==> config.mk <==
export PLATFORM = sky130hd
export DESIGN_NAME = mem_arbiter_flat
export DESIGN_NICKNAME = d
export VERILOG_FILES = /design/src/rtl/mem_arb_pkg.sv /design/src/rtl/mem_arbiter_if.sv /design/src/rtl/mem_arbiter.sv /design/src/flat_wrapper.sv
export SDC_FILE = /design/constraint.sdc
export NUM_CORES = 1
export LEC_CHECK = 0
export ABC_AREA = 1
export CORE_ASPECT_RATIO = 0.8
export CORE_MARGIN = 2
export CORE_UTILIZATION = 30
export CTS_CLUSTER_DIAMETER = 50
export CTS_CLUSTER_SIZE = 16
export DETAILED_ROUTE_END_ITERATION = 10
export PLACE_DENSITY = 0.79
export SLEW_MARGIN = 20
export SYNTH_ARGS = -nofsm -noshare
export SYNTH_HDL_FRONTEND = slang
export SYNTH_SLANG_ARGS = --single-unit
==> constraint.sdc <==
create_clock -name clk -period 1.3 [get_ports clk]
set_input_delay 0.26 -clock clk [delete_from_list [all_inputs] [get_ports clk]]
set_output_delay 0.26 -clock clk [all_outputs]
set_load 0.01 [all_outputs]
==> src/rtl/mem_arb_pkg.sv <==
// mem_arb_pkg: shared types and constants for the two-port memory arbiter
package mem_arb_pkg;
  typedef enum logic [1:0] {IDLE = 2'b00, OWN0 = 2'b01, OWN1 = 2'b10} state_e;
  localparam int AW_DEF = 4;
  localparam int DW_DEF = 8;
  localparam logic P0 = 1'b0;
  localparam logic P1 = 1'b1;
endpackage

==> src/rtl/mem_arbiter_if.sv <==
// mem_arbiter_if: requester-side and memory-side signals of the two-port memory arbiter
// slave: arbiter view (takes requests and mem_rdata, drives grants, read returns, memory strobes)
// master: requesters plus memory view
interface mem_arbiter_if
  import mem_arb_pkg::*;
#(
  parameter int AW = AW_DEF,
  parameter int DW = DW_DEF
) ();
  logic          req0, we0, gnt0, rvalid0;
  logic [AW-1:0] addr0;
  logic [DW-1:0] wdata0, rdata0;
  logic          req1, we1, gnt1, rvalid1;
  logic [AW-1:0] addr1;
  logic [DW-1:0] wdata1, rdata1;
  logic          mem_rd, mem_wr;
  logic [AW-1:0] mem_addr;
  logic [DW-1:0] mem_wdata, mem_rdata;
  modport slave (
    input  req0, we0, addr0, wdata0, req1, we1, addr1, wdata1, mem_rdata,
    output gnt0, rvalid0, rdata0, gnt1, rvalid1, rdata1, mem_rd, mem_wr, mem_addr, mem_wdata
  );
  modport master (
    output req0, we0, addr0, wdata0, req1, we1, addr1, wdata1, mem_rdata,
    input  gnt0, rvalid0, rdata0, gnt1, rvalid1, rdata1, mem_rd, mem_wr, mem_addr, mem_wdata
  );
endinterface

==> src/rtl/mem_arbiter.sv <==
// mem_arbiter: two-port memory arbiter with burst lock, round-robin tie-break and burst limit
// clk: rising-edge clock; rst: asynchronous active-low reset; bus: requester and memory signals
module mem_arbiter
  import mem_arb_pkg::*;
#(
  parameter int AW        = AW_DEF,
  parameter int DW        = DW_DEF,
  parameter int MAX_BURST = 8
) (
  input logic         clk,
  input logic         rst,
  mem_arbiter_if.slave bus
);
  localparam int CW = $clog2(MAX_BURST + 1);
  localparam logic [CW-1:0] LIMIT = CW'(MAX_BURST);
  localparam logic [CW-1:0] LAST  = CW'(MAX_BURST - 1);
  state_e        state_q;
  logic [CW-1:0] cnt_q;
  logic          last_owner_q, rvalid0_q, rvalid1_q;
  logic          owned, owner, cur_req, cur_we, other_req, access, release_now;
  logic [AW-1:0] addr_mux;
  logic [DW-1:0] wdata_mux;
  always_comb begin
    owned       = state_q != IDLE;
    owner       = (state_q == OWN1) ? P1 : P0;
    cur_req     = (owner == P1) ? bus.req1 : bus.req0;
    cur_we      = (owner == P1) ? bus.we1 : bus.we0;
    other_req   = (owner == P1) ? bus.req0 : bus.req1;
    // a saturated burst facing a waiting peer gives up the cycle without accessing
    access      = owned & cur_req & ~(other_req & (cnt_q == LIMIT));
    // release also on the access that reaches the limit, so the peer sees only one dead cycle
    release_now = owned & (~cur_req | (other_req & (cnt_q >= LAST)));
    addr_mux    = ~owned ? '0 : (owner == P1) ? bus.addr1 : bus.addr0;
    wdata_mux   = ~owned ? '0 : (owner == P1) ? bus.wdata1 : bus.wdata0;
  end
  assign bus.mem_rd    = access & ~cur_we;
  assign bus.mem_wr    = access & cur_we;
  assign bus.mem_addr  = addr_mux;
  assign bus.mem_wdata = wdata_mux;
  assign bus.gnt0      = state_q == OWN0;
  assign bus.gnt1      = state_q == OWN1;
  assign bus.rvalid0   = rvalid0_q;
  assign bus.rvalid1   = rvalid1_q;
  assign bus.rdata0    = bus.mem_rdata;
  assign bus.rdata1    = bus.mem_rdata;
  always_ff @(posedge clk or negedge rst) begin
    if (!rst) begin
      state_q      <= IDLE;
      cnt_q        <= '0;
      last_owner_q <= P1;
      rvalid0_q    <= 1'b0;
      rvalid1_q    <= 1'b0;
    end else begin
      // the read tag travels with the strobe, so a read on the final grant cycle still returns to its issuer
      rvalid0_q <= bus.mem_rd & (owner == P0);
      rvalid1_q <= bus.mem_rd & (owner == P1);
      if (state_q == IDLE) begin
        if (bus.req0 & (~bus.req1 | (last_owner_q == P1))) begin
          state_q      <= OWN0;
          cnt_q        <= '0;
          last_owner_q <= P0;
        end else if (bus.req1) begin
          state_q      <= OWN1;
          cnt_q        <= '0;
          last_owner_q <= P1;
        end
      end else if (release_now) begin
        state_q <= IDLE;
      end else if (cnt_q != LIMIT) begin
        cnt_q <= cnt_q + 1'b1;
      end
    end
  end
endmodule

==> src/flat_wrapper.sv <==
// flat-port wrapper written by rule: the top's interface ports become plain ports
module mem_arbiter_flat import mem_arb_pkg::*;
#(
  parameter int AW        = AW_DEF,
  parameter int DW        = DW_DEF,
  parameter int MAX_BURST = 8
)
  (clk, rst, bus_req0, bus_we0, bus_addr0, bus_wdata0, bus_req1, bus_we1, bus_addr1, bus_wdata1, bus_mem_rdata, bus_gnt0, bus_rvalid0, bus_rdata0, bus_gnt1, bus_rvalid1, bus_rdata1, bus_mem_rd, bus_mem_wr, bus_mem_addr, bus_mem_wdata);
  mem_arbiter_if #(.AW(AW), .DW(DW)) bus_i ();
  input logic clk;
  input logic rst;
  input wire logic [$bits(bus_i.req0)-1:0] bus_req0;
  input wire logic [$bits(bus_i.we0)-1:0] bus_we0;
  input wire logic [$bits(bus_i.addr0)-1:0] bus_addr0;
  input wire logic [$bits(bus_i.wdata0)-1:0] bus_wdata0;
  input wire logic [$bits(bus_i.req1)-1:0] bus_req1;
  input wire logic [$bits(bus_i.we1)-1:0] bus_we1;
  input wire logic [$bits(bus_i.addr1)-1:0] bus_addr1;
  input wire logic [$bits(bus_i.wdata1)-1:0] bus_wdata1;
  input wire logic [$bits(bus_i.mem_rdata)-1:0] bus_mem_rdata;
  output wire logic [$bits(bus_i.gnt0)-1:0] bus_gnt0;
  output wire logic [$bits(bus_i.rvalid0)-1:0] bus_rvalid0;
  output wire logic [$bits(bus_i.rdata0)-1:0] bus_rdata0;
  output wire logic [$bits(bus_i.gnt1)-1:0] bus_gnt1;
  output wire logic [$bits(bus_i.rvalid1)-1:0] bus_rvalid1;
  output wire logic [$bits(bus_i.rdata1)-1:0] bus_rdata1;
  output wire logic [$bits(bus_i.mem_rd)-1:0] bus_mem_rd;
  output wire logic [$bits(bus_i.mem_wr)-1:0] bus_mem_wr;
  output wire logic [$bits(bus_i.mem_addr)-1:0] bus_mem_addr;
  output wire logic [$bits(bus_i.mem_wdata)-1:0] bus_mem_wdata;
  assign bus_i.req0 = bus_req0;
  assign bus_i.we0 = bus_we0;
  assign bus_i.addr0 = bus_addr0;
  assign bus_i.wdata0 = bus_wdata0;
  assign bus_i.req1 = bus_req1;
  assign bus_i.we1 = bus_we1;
  assign bus_i.addr1 = bus_addr1;
  assign bus_i.wdata1 = bus_wdata1;
  assign bus_i.mem_rdata = bus_mem_rdata;
  assign bus_gnt0 = bus_i.gnt0;
  assign bus_rvalid0 = bus_i.rvalid0;
  assign bus_rdata0 = bus_i.rdata0;
  assign bus_gnt1 = bus_i.gnt1;
  assign bus_rvalid1 = bus_i.rvalid1;
  assign bus_rdata1 = bus_i.rdata1;
  assign bus_mem_rd = bus_i.mem_rd;
  assign bus_mem_wr = bus_i.mem_wr;
  assign bus_mem_addr = bus_i.mem_addr;
  assign bus_mem_wdata = bus_i.mem_wdata;
  mem_arbiter #(.AW(AW), .DW(DW), .MAX_BURST(MAX_BURST)) u_core (.clk(clk), .rst(rst), .bus(bus_i));
endmodule
==> reports/metrics.yaml <==
synth:
  netlist_instances: 104
  netlist.area_leader.share_pct: 25.5
  synth_edf_count: 0
  synth_top_cell_by_area: "dfrtp_1"
  ys_warn_count: 0
  post-synth-top-count-cell: "nand2_1"
  syn_area_per_cell_um2: 7.54
  synth_area_leaders: "dfrtp_1 26%, buf_4 15%, a22o_1 13%"
  synthesis.nets: 144
  synthFlopType: "dfrtp_1"
  ys_ff_latch: 9
  ys_types: 21
  ys_async_sr_fraction_pct: 100
  seq_area_frac_synth_pct: 28.9
  syn-cell-area_um2: 785
  synth_commonest_cells: "18 x nand2_1, 16 x buf_4, 12 x a22o_1, 11 x nor2_1, 10 x nand3_1"
global_route:
  grt_pass1_wl_mm: 4.58
  met3_usage_pct: 5.51
  antenna_found_initial: 0
  met2_usage_pct: 33.0
  grt_usage_pct: 20.7
  grt_max_degree: 14
  grt_util_met1_pct: 25.8
  grt-busiest-layer: "met2"
  overflow: 0
  grt_pass1_vias: 951
run:
  maxCapViolCount: 0
sta:
  fin_crit_ps: 1740
  fin_skew_ps: 3.72
  slew_headroom_pct: 70.8
  setup_viol: 24
  rsz0062_at_grt: "true"
  tightest_slew_ps: 436
  hold_viol: 0
  worst_slack_ps: -435
  setup_tns_ps: -6900
  slew_violations: 0
  period_share_pct: 133
  max_freq_mhz: 576
placement:
  io_buffers: 47
  place_hpwl_mm: 2.21
  dpl.cell_count: 189
  gp_congestion: 0.785
cells_and_area:
  drive_above_1_share_pct: 46.3
  antenna_cells: 0
  syn2layout_area_growth_pct: 88.2
  final_cell_count_no_fill: 198
  final_nets: 203
  nFillCells: 219
clock_tree:
  numCtsBuffers: 3
  cts_root_buf: "clkbuf_4"
  insertion_delay_ps: 280
  htreeDepth: 1
  clock-sinks: 9
  clk_pin_slew_ps: 70
  clock_path_buffers: 2
  cts_tree: "built"
setup_path:
  required_ps: 1040
  cp_num_buf_inv: 3
  crit_chain: "inv_2 > nand2_4 > buf_6 > nand2_4 > o21ai_4 > nand3_4 > nor2_4 > buf_6"
  crit_fanout: 5
  crit_path_start_kind: "register"
  crit_path_end_kind: "output pin"
  crit_slowest_cell: "dfrtp_1"
  cpLargestDelayFamily: "simple AND/OR/NAND/NOR gates"
  slowest_delay_ps: 390
  path_class: "reg -> out"
  cp.arrival_ps: 1480
pwr:
  ir_drop_uv: 1340
  p_total_mw: 3.19
  powerDensity_nw_per_um2: 2160
  power.leakage_nw: 0.719
min_path:
  hp-class: "in -> async"
detailed_routing:
  first_pass_iters: 4
  antenna_left: 0
  wl_mm: 3.01
  avgRoutedWirePerCell_um: 15.2
  drt_iter0_drc: 24
  vias_per_cell: 4.73
  vias: 936
  drc_errors: 0
floorplanning:
  boundaryPins: 72
  core_um2: 2460
  start_util_pct: 31.9
  dieArea_um2: 3040
  die_w_um: 61.2
  num_rows: 16
  die_h_um: 49.7
run_status:
  outcome: "complete, but fails checks"
  violations: "negative setup slack"
==> where the power goes <==
part | internal [mW] | switching, mW
clock network | 0.119 | 0.121
registers | 0.391 | 0.0706
logic | 1.20 | 1.29
total | 1.71 | 1.48
==> cell usage in the layout, fill, tap and decap left out <==
cell	n
o22ai_1	1
clkbuf_1	1
inv_4	1
nand2_1	10
nand3_2	1
inv_1	8
a22o_1	12
ha_2	1
clkbuf_4	3
buf_2	12
buf_6	10
clkdlybuf4s50_1	29
nand3_1	8
buf_4	19
ha_4	1
nand2_2	7
nor2_1	7
nor2_2	2
xor2_1	1
o21ai_4	3
dfrtp_2	1
dfstp_2	1
dlygate4sd2_1	2
inv_2	2
o21ai_2	1
nand3_4	1
nor2_4	3
nand2_4	5
nor3_2	1
dfrtp_1	7
o21ai_0	1
==> area by class of cell <==
| class | instances | area [um^2] | share of cell area [%] |
|---|---|---|---|
| well taps | 36 | 45.0 | 3.05 |
| inverters | 11 | 43.8 | 2.97 |
| clock buffers | 4 | 26.3 | 1.78 |
| multi-input cells | 66 | 510 | 34.6 |
| flip-flops and latches | 9 | 228 | 15.4 |
| repair buffers | 72 | 623 | 42.2 |
==> stage by stage <==
stage               hold slack, ps  utilization [%]  setup WS (ps)  instance area, um^2
global route                   319             60.0           -481                 1480
CTS                            297             57.3           -412                 1410
global placement               455             54.8           -755                 1350
floorplan                    -35.6                -          -9.00                  816
finish                         284             60.0           -435                 1480
detailed placement             464             54.8           -818                 1350
==> worst reg2reg max path: stages (launching register included) <==
cell     delay, ps
dfrtp_1        410
inv_2          110
nand2_4        100
buf_6          130
nand2_4         50
o21ai_4         70
buf_4          140
buf_4          130
nand2_4         60
nand2_4         80
nand2_4        100
nand2_2         60
nand2_2         50
==> metal layers <==
metal,share of wire [%],vias to the layer above
met5,0,-
met4,3.0,0
met3,4.1,12
met2,53,23
met1,39,455
li1,-,446
==> flip-flops by register name (all words and copies together) (netlist names) <==
name,cells
u_core.bus.rvalid0,1
u_core.bus.rvalid1,1
u_core.cnt_q,4
u_core.last_owner_q,1
u_core.state_q,2
==> logic make-up (layout without fill, tap and decap cells) <==
| family | count (synthesis) | in the layout | share of synthesized area (%) |
|---|---|---|---|
| xor gates and xnor gates | 1 | 1 | 1.12 |
| and+or+nand+nor | 45 | 45 | 26.8 |
| buffers and inverters | 29 | 87 | 21.7 |
| adders and majority gates | 2 | 2 | 3.19 |
| AOI/OAI and AO/OA | 18 | 18 | 18.3 |
| DFF | 9 | 9 | 28.9 |
==> path summary, 6_finish.rpt <==
check                                            to  cells past startpoint           startpoint  slack, ps
min in group clk                u_core.last_owner_q                      2  u_core.last_owner_q        470
worst max register to register      u_core.cnt_q[0]                     12    u_core.state_q[0]       -260
worst min register to register  u_core.last_owner_q                      2  u_core.last_owner_q        470
max in group asynchronous       u_core.last_owner_q                      1                  rst        690
worst min-delay path              u_core.state_q[0]                      1                  rst        280
worst max-delay path                     bus_mem_rd                      8    u_core.state_q[0]       -440
==> what timing repair did <==
action	in CTS	in global routing
pin swaps	11	6
resized for setup	88	12
hold buffers	0	0
buffers inserted	4	3
endpoints found under the setup margin	26	25
(Power assumes the default switching activity.)
